==> src/rtl/systolic_ctrl_if.sv <==
// Job-control and streaming bus between a sequencer master and the systolic controller.
interface systolic_ctrl_if #(
  parameter int unsigned N   = 3,
  parameter int unsigned K_W = 8
);
  logic           start;
  logic [K_W-1:0] k_len;
  logic           abort;
  logic           busy;
  logic           done;
  logic           clear;
  logic           a_rd_en;
  logic [K_W-1:0] a_rd_addr;
  logic [N-1:0]   valid_row;
  logic [31:0]    perf_cycles;

  modport master (
    output start, k_len, abort,
    input  busy, done, clear, a_rd_en, a_rd_addr, valid_row, perf_cycles
  );

  modport slave (
    input  start, k_len, abort,
    output busy, done, clear, a_rd_en, a_rd_addr, valid_row, perf_cycles
  );
endinterface

==> src/rtl/systolic_ctrl.sv <==
// Sequencer for an N-row systolic MAC array: clear, stream K activations, drain, done.
// Optional busy-cycle performance counter enabled by SYSTOLIC_CTRL_PERF_EN.
module systolic_ctrl #(
  parameter int unsigned N   = 3,
  parameter int unsigned K_W = 8
) (
  input  logic            clk,
  input  logic            rst,
  systolic_ctrl_if.slave  bus
);

  localparam int unsigned D_W = $clog2(N + 1);

  typedef enum logic [2:0] {
    S_IDLE,
    S_CLEAR,
    S_STREAM,
    S_DRAIN,
    S_DONE
  } state_e;

  state_e         state_q, state_d;
  logic [K_W-1:0] k_len_q, k_len_d;
  logic [K_W-1:0] k_cnt_q, k_cnt_d;
  logic [D_W-1:0] drain_q, drain_d;
  logic [N-1:0]   vrow_q, vrow_d;
  logic           busy_q, busy_d;
  logic           done_q, done_d;
  logic           clear_q, clear_d;
  logic           rd_en_q, rd_en_d;
  logic [K_W-1:0] addr_q, addr_d;
  logic           kill_c;

  assign kill_c = bus.abort && (state_q != S_IDLE);

  // Next-state and job counters
  always_comb begin
    state_d = state_q;
    k_len_d = k_len_q;
    k_cnt_d = k_cnt_q;
    drain_d = drain_q;
    unique case (state_q)
      S_IDLE: begin
        if (bus.start && !bus.abort) begin
          if (bus.k_len != '0) begin
            k_len_d = bus.k_len;
            state_d = S_CLEAR;
          end else begin
            state_d = S_DONE;
          end
        end
      end
      S_CLEAR: begin
        k_cnt_d = '0;
        state_d = S_STREAM;
      end
      S_STREAM: begin
        k_cnt_d = k_cnt_q + K_W'(1);
        if (k_cnt_q == k_len_q - K_W'(1)) begin
          drain_d = '0;
          state_d = S_DRAIN;
        end
      end
      S_DRAIN: begin
        if (drain_q == D_W'(N - 1)) begin
          state_d = S_DONE;
        end else begin
          drain_d = drain_q + D_W'(1);
        end
      end
      S_DONE: begin
        state_d = S_IDLE;
      end
      default: begin
        state_d = S_IDLE;
      end
    endcase
    if (kill_c) begin
      state_d = S_IDLE;
      k_cnt_d = '0;
      drain_d = '0;
    end
  end

  // Outputs are registered from the next state so they align with the state they describe
  always_comb begin
    busy_d    = (state_d != S_IDLE);
    done_d    = (state_d == S_DONE);
    clear_d   = (state_d == S_CLEAR);
    rd_en_d   = (state_d == S_STREAM);
    addr_d    = rd_en_d ? k_cnt_d : '0;
    vrow_d    = '0;
    vrow_d[0] = (state_d == S_STREAM);
    for (int i = 1; i < int'(N); i++) begin
      vrow_d[i] = vrow_q[i-1];
    end
    if (kill_c) begin
      vrow_d = '0;
    end
  end

  always_ff @(posedge clk) begin
    if (rst) begin
      state_q <= S_IDLE;
      k_len_q <= '0;
      k_cnt_q <= '0;
      drain_q <= '0;
      vrow_q  <= '0;
      busy_q  <= 1'b0;
      done_q  <= 1'b0;
      clear_q <= 1'b0;
      rd_en_q <= 1'b0;
      addr_q  <= '0;
    end else begin
      state_q <= state_d;
      k_len_q <= k_len_d;
      k_cnt_q <= k_cnt_d;
      drain_q <= drain_d;
      vrow_q  <= vrow_d;
      busy_q  <= busy_d;
      done_q  <= done_d;
      clear_q <= clear_d;
      rd_en_q <= rd_en_d;
      addr_q  <= addr_d;
    end
  end

  assign bus.busy      = busy_q;
  assign bus.done      = done_q;
  assign bus.clear     = clear_q;
  assign bus.a_rd_en   = rd_en_q;
  assign bus.a_rd_addr = addr_q;
  assign bus.valid_row = vrow_q;

`ifdef SYSTOLIC_CTRL_PERF_EN
  logic [31:0] cnt_q, cnt_d;
  logic [31:0] perf_q, perf_d;

  // Counter value includes the upcoming busy cycle, so the DONE cycle is counted
  always_comb begin
    cnt_d  = cnt_q;
    perf_d = perf_q;
    if (state_d != S_IDLE) begin
      if (state_q == S_IDLE) begin
        cnt_d = 32'd1;
      end else if (cnt_q != 32'hFFFF_FFFF) begin
        cnt_d = cnt_q + 32'd1;
      end
    end
    if (state_d == S_DONE) begin
      perf_d = cnt_d;
    end
  end

  always_ff @(posedge clk) begin
    if (rst) begin
      cnt_q  <= '0;
      perf_q <= '0;
    end else begin
      cnt_q  <= cnt_d;
      perf_q <= perf_d;
    end
  end

  assign bus.perf_cycles = perf_q;
`else
  assign bus.perf_cycles = '0;
`endif

endmodule

==> src/flat_wrapper.sv <==
// flat-port wrapper written by rule: the top's interface ports become plain ports
module systolic_ctrl_flat 
#(
  parameter int unsigned N   = 3,
  parameter int unsigned K_W = 8
)
  (clk, rst, bus_start, bus_k_len, bus_abort, bus_busy, bus_done, bus_clear, bus_a_rd_en, bus_a_rd_addr, bus_valid_row, bus_perf_cycles);
  systolic_ctrl_if #(.N(N), .K_W(K_W)) bus_i ();
  input  logic clk;
  input  logic rst;
  input wire logic [$bits(bus_i.start)-1:0] bus_start;
  input wire logic [$bits(bus_i.k_len)-1:0] bus_k_len;
  input wire logic [$bits(bus_i.abort)-1:0] bus_abort;
  output wire logic [$bits(bus_i.busy)-1:0] bus_busy;
  output wire logic [$bits(bus_i.done)-1:0] bus_done;
  output wire logic [$bits(bus_i.clear)-1:0] bus_clear;
  output wire logic [$bits(bus_i.a_rd_en)-1:0] bus_a_rd_en;
  output wire logic [$bits(bus_i.a_rd_addr)-1:0] bus_a_rd_addr;
  output wire logic [$bits(bus_i.valid_row)-1:0] bus_valid_row;
  output wire logic [$bits(bus_i.perf_cycles)-1:0] bus_perf_cycles;
  assign bus_i.start = bus_start;
  assign bus_i.k_len = bus_k_len;
  assign bus_i.abort = bus_abort;
  assign bus_busy = bus_i.busy;
  assign bus_done = bus_i.done;
  assign bus_clear = bus_i.clear;
  assign bus_a_rd_en = bus_i.a_rd_en;
  assign bus_a_rd_addr = bus_i.a_rd_addr;
  assign bus_valid_row = bus_i.valid_row;
  assign bus_perf_cycles = bus_i.perf_cycles;
  systolic_ctrl #(.N(N), .K_W(K_W)) u_core (.clk(clk), .rst(rst), .bus(bus_i));
endmodule
==> config.mk <==
export PLATFORM = sky130hd
export DESIGN_NAME = systolic_ctrl_flat
export DESIGN_NICKNAME = d
export VERILOG_FILES = /design/src/rtl/systolic_ctrl_if.sv /design/src/rtl/systolic_ctrl.sv /design/src/flat_wrapper.sv
export SDC_FILE = /design/constraint.sdc
export NUM_CORES = 1
export LEC_CHECK = 0
export ABC_AREA = 1
export CAP_MARGIN = 20
export CORE_MARGIN = 2
export CORE_UTILIZATION = 35
export CTS_CLUSTER_DIAMETER = 150
export CTS_CLUSTER_SIZE = 25
export DETAILED_ROUTE_END_ITERATION = 7
export GPL_TIMING_DRIVEN = 0
export PLACE_DENSITY = 0.61
export SLEW_MARGIN = 15
export SYNTH_ARGS = -nofsm -noshare
export SYNTH_HDL_FRONTEND = slang
export SYNTH_SLANG_ARGS = --single-unit
export TNS_END_PERCENT = 1
==> constraint.sdc <==
create_clock -name clk -period 1.95 [get_ports clk]
set_input_delay 0.4875 -clock clk [delete_from_list [all_inputs] [get_ports clk]]
set_output_delay 0.4875 -clock clk [all_outputs]
set_load 0.005 [all_outputs]
==> results.yml <==
route:
  num_vias: 1663
  wl_per_cell_microns: 9.08
  routed_via_density: 4.06
  ant_nets: 0
  drc: 0
  first_iter_violations: 63
  routed_wl_microns: 3720
  first_pass_iters: 4
clock_tree:
  cts_tree: "done"
  cts_buffer_depth: 2
  cts_root_buffer: "clkbuf_8"
  htreeDepth: 2
  worstSkewPairLatency_ns: 0.28
  clock_sinks: 36
  cts-buffers-inserted: 5
  post_cts_buffers: 0
  cts_hold_buffers: 0
  cts_resized: 0
  clkTransAtPathRegs_ns: 0.06
synthesis:
  synth_most_common_cell: "nand2_1"
  ys_ff_latch: 36
  syn_area_sq_um: 1960
  synth_common_cells: "nand2_1 (51), nor2_1 (46), inv_1 (42)"
  yosysWarningCount: 0
  yosys-top-cells-area: "dfxtp_1 (37%), buf_4 (12%), nand2_1 (9.8%)"
  ys_seq_area_share_pct: 36.8
  synth_ff_type: "dfxtp_1"
  synth_edf_count: 0
  synthArstFlopShare_pct: 0
  synth.distinct_cells: 31
  synth_top_area_share_pct: 36.8
  synth_area_per_cell_sq_um: 7.08
  yosys.area.top_type: "dfxtp_1"
  syn_inst: 277
floorplanning:
  ios: 59
  core.rowCount: 27
  core_area_sq_um: 5470
  chipHeight_microns: 78.8
  dieArea_sq_um: 6220
  start_util_pct: 35.8
  dieWidth_microns: 78.8
sta:
  fin_tns_setup_ns: 0
  hold_violations: 0
  setup_viol: 0
  skew_ns: 0.00472
  period_minus_slack_ns: 1.74
  fmax_mhz: 576
  final_max_slew_viol_count: 0
  grt_setup_unrepaired: "false"
  period_share_pct: 89.0
cells_and_area:
  final_nets: 355
  multi_input_area_sq_um: 935
  fillerInstances: 598
  drive_gt1_share_pct: 16.9
  ff_latch_area_sq_um: 721
  syn_to_final_growth_pct: 26.8
  diodes: 0
critical_path:
  worstPathArrival_ns: 1.95
  critical_path_class: "in2reg"
  crit_fanout: 10
  startpoint_type: "input pin"
  cp.required_ns: 2.17
  critPathCaptureType: "register"
power_and_ir_drop:
  swShare_pct: 26.6
  p_int_mw: 1.13
  pwr-share-comb_pct: 19.2
  ir_drop_mv: 0.557
  p_per_area_nw_per_um2: 618
  p_sw_mw: 0.408
  seqPwrFrac_pct: 50.7
  p_clk_share_pct: 30.2
  p_leak_nw: 1.25
  finalPower_mw: 1.54
global_route:
  overflow: 0
  grt_max_degree: 11
  grt_use_total_pct: 13.3
  grt_pass1_wl_microns: 6600
  grt_pass1_vias: 1551
  antenna_found_initial: 0
flow_run:
  cap_violations: 0
status:
  status: "finished clean"
placement:
  hpwl_microns: 2990
  io_buffers: 25
  place.gp.congestion: 0.812
min_path:
  min_path_type: "reg2reg"
[final timing paths]
path	startpoint	end	slack, ns	cells past startpoint
min	u_core.bus.valid_row[0]	u_core.bus.valid_row[1]	0.43	2
max reg2reg	u_core.k_len_q[0]	u_core.bus.a_rd_addr[3]	0.25	12
max	bus_k_len[3]	u_core.bus.a_rd_addr[3]	0.21	8
min reg2reg	u_core.bus.valid_row[0]	u_core.bus.valid_row[1]	0.43	2
[critical path: stages]
cell and delay, ns:
clkdlybuf4s50_1 0.43, nor2_1 0.11, nand2_1 0.05, nor2_1 0.20, nor3_2 0.11, nor2_1 0.21, nand4_4 0.22, nor2_1 0.13
[stage by stage]
| stage | setup slack [ns] | hold WS [ns] | cells | utilization (%) | area, sq um |
|---|---|---|---|---|---|
| final | 0.214 | 0.430 | 410 | 45.4 | 2490 |
| after global routing | 0.000660 | 0.468 | 410 | 45.4 | 2490 |
| after CTS | 0.170 | 0.432 | 410 | 45.4 | 2490 |
| after detailed placement | -0.117 | 0.419 | 405 | 44.2 | 2420 |
| after global placement | -0.0978 | 0.420 | 405 | 44.2 | 2420 |
| after floorplan | 0.452 | 0.425 | 308 | - | 2080 |
[layout by cell type (no fill, tap or decap)]
cell type / instances
a21o_1: 1
a21oi_1: 9
a22o_1: 1
buf_2: 1
buf_4: 32
buf_6: 1
clkbuf_8: 5
clkdlybuf4s50_1: 25
conb_1: 32
dfxtp_1: 36
ha_1: 3
inv_1: 42
inv_2: 2
nand2_1: 51
nand2_2: 4
nand2_4: 2
nand3_1: 11
nand3_2: 1
nand3b_1: 1
nand4_1: 3
nand4_4: 1
nor2_1: 46
nor2_2: 4
nor3_1: 1
nor3_2: 3
nor3_4: 1
o21a_1: 1
o21ai_0: 9
o21ai_1: 3
o22ai_1: 1
or2_1: 1
xnor2_1: 3
xor2_1: 1
[layout make-up]
| class | instances | area share (%) |
|---|---|---|
| Multi-Input combinational cell | 194 | 37.6 |
| Tap cell | 72 | 3.62 |
| Sequential cell | 36 | 29.0 |
| Clock buffer | 5 | 2.77 |
| Inverter | 44 | 6.64 |
| Timing Repair Buffer | 25 | 10.1 |
| Buffer | 34 | 10.3 |
[cell families after synthesis]
kind of cell,after synthesis,share of synthesized area [%]
AOI/OAI and AO/OA,25,6.89
xor gates and xnor gates,4,1.79
adders and majority gates,3,1.91
buffers and inverters,78,21.5
DFF,36,36.8
other,1,0.191
and+or+nand+nor,130,31.0
[power by group through the flow]
stage	registers [mW]	logic, mW	clock network (mW)
floorplan	0.790	0.222	0
global placement	0.794	0.289	0
detailed placement	0.794	0.293	0
CTS	0.778	0.295	0.483
global route	0.780	0.336	0.518
finish	0.778	0.294	0.464
[layer usage]
| layer | up-vias | wire [microns] | GRT usage [%] |
|---|---|---|---|
| met5 | - | 0 | 0 |
| li1 | 904 | - | - |
| met1 | 716 | 1700 | 15.5 |
| met2 | 37 | 1750 | 23.0 |
| met3 | 6 | 195 | 3.75 |
| met4 | 0 | 72 | 5.69 |
[state kept, by name (all words and copies together) (netlist names)]
name,cells
u_core.bus.a_rd_addr,8
u_core.bus.a_rd_en,1
u_core.bus.busy,1
u_core.bus.clear,1
u_core.bus.done,1
u_core.bus.valid_row,3
u_core.drain_q,2
u_core.k_cnt_q,8
u_core.k_len_q,8
u_core.state_q,3
Power figures use the tool's default switching activity.
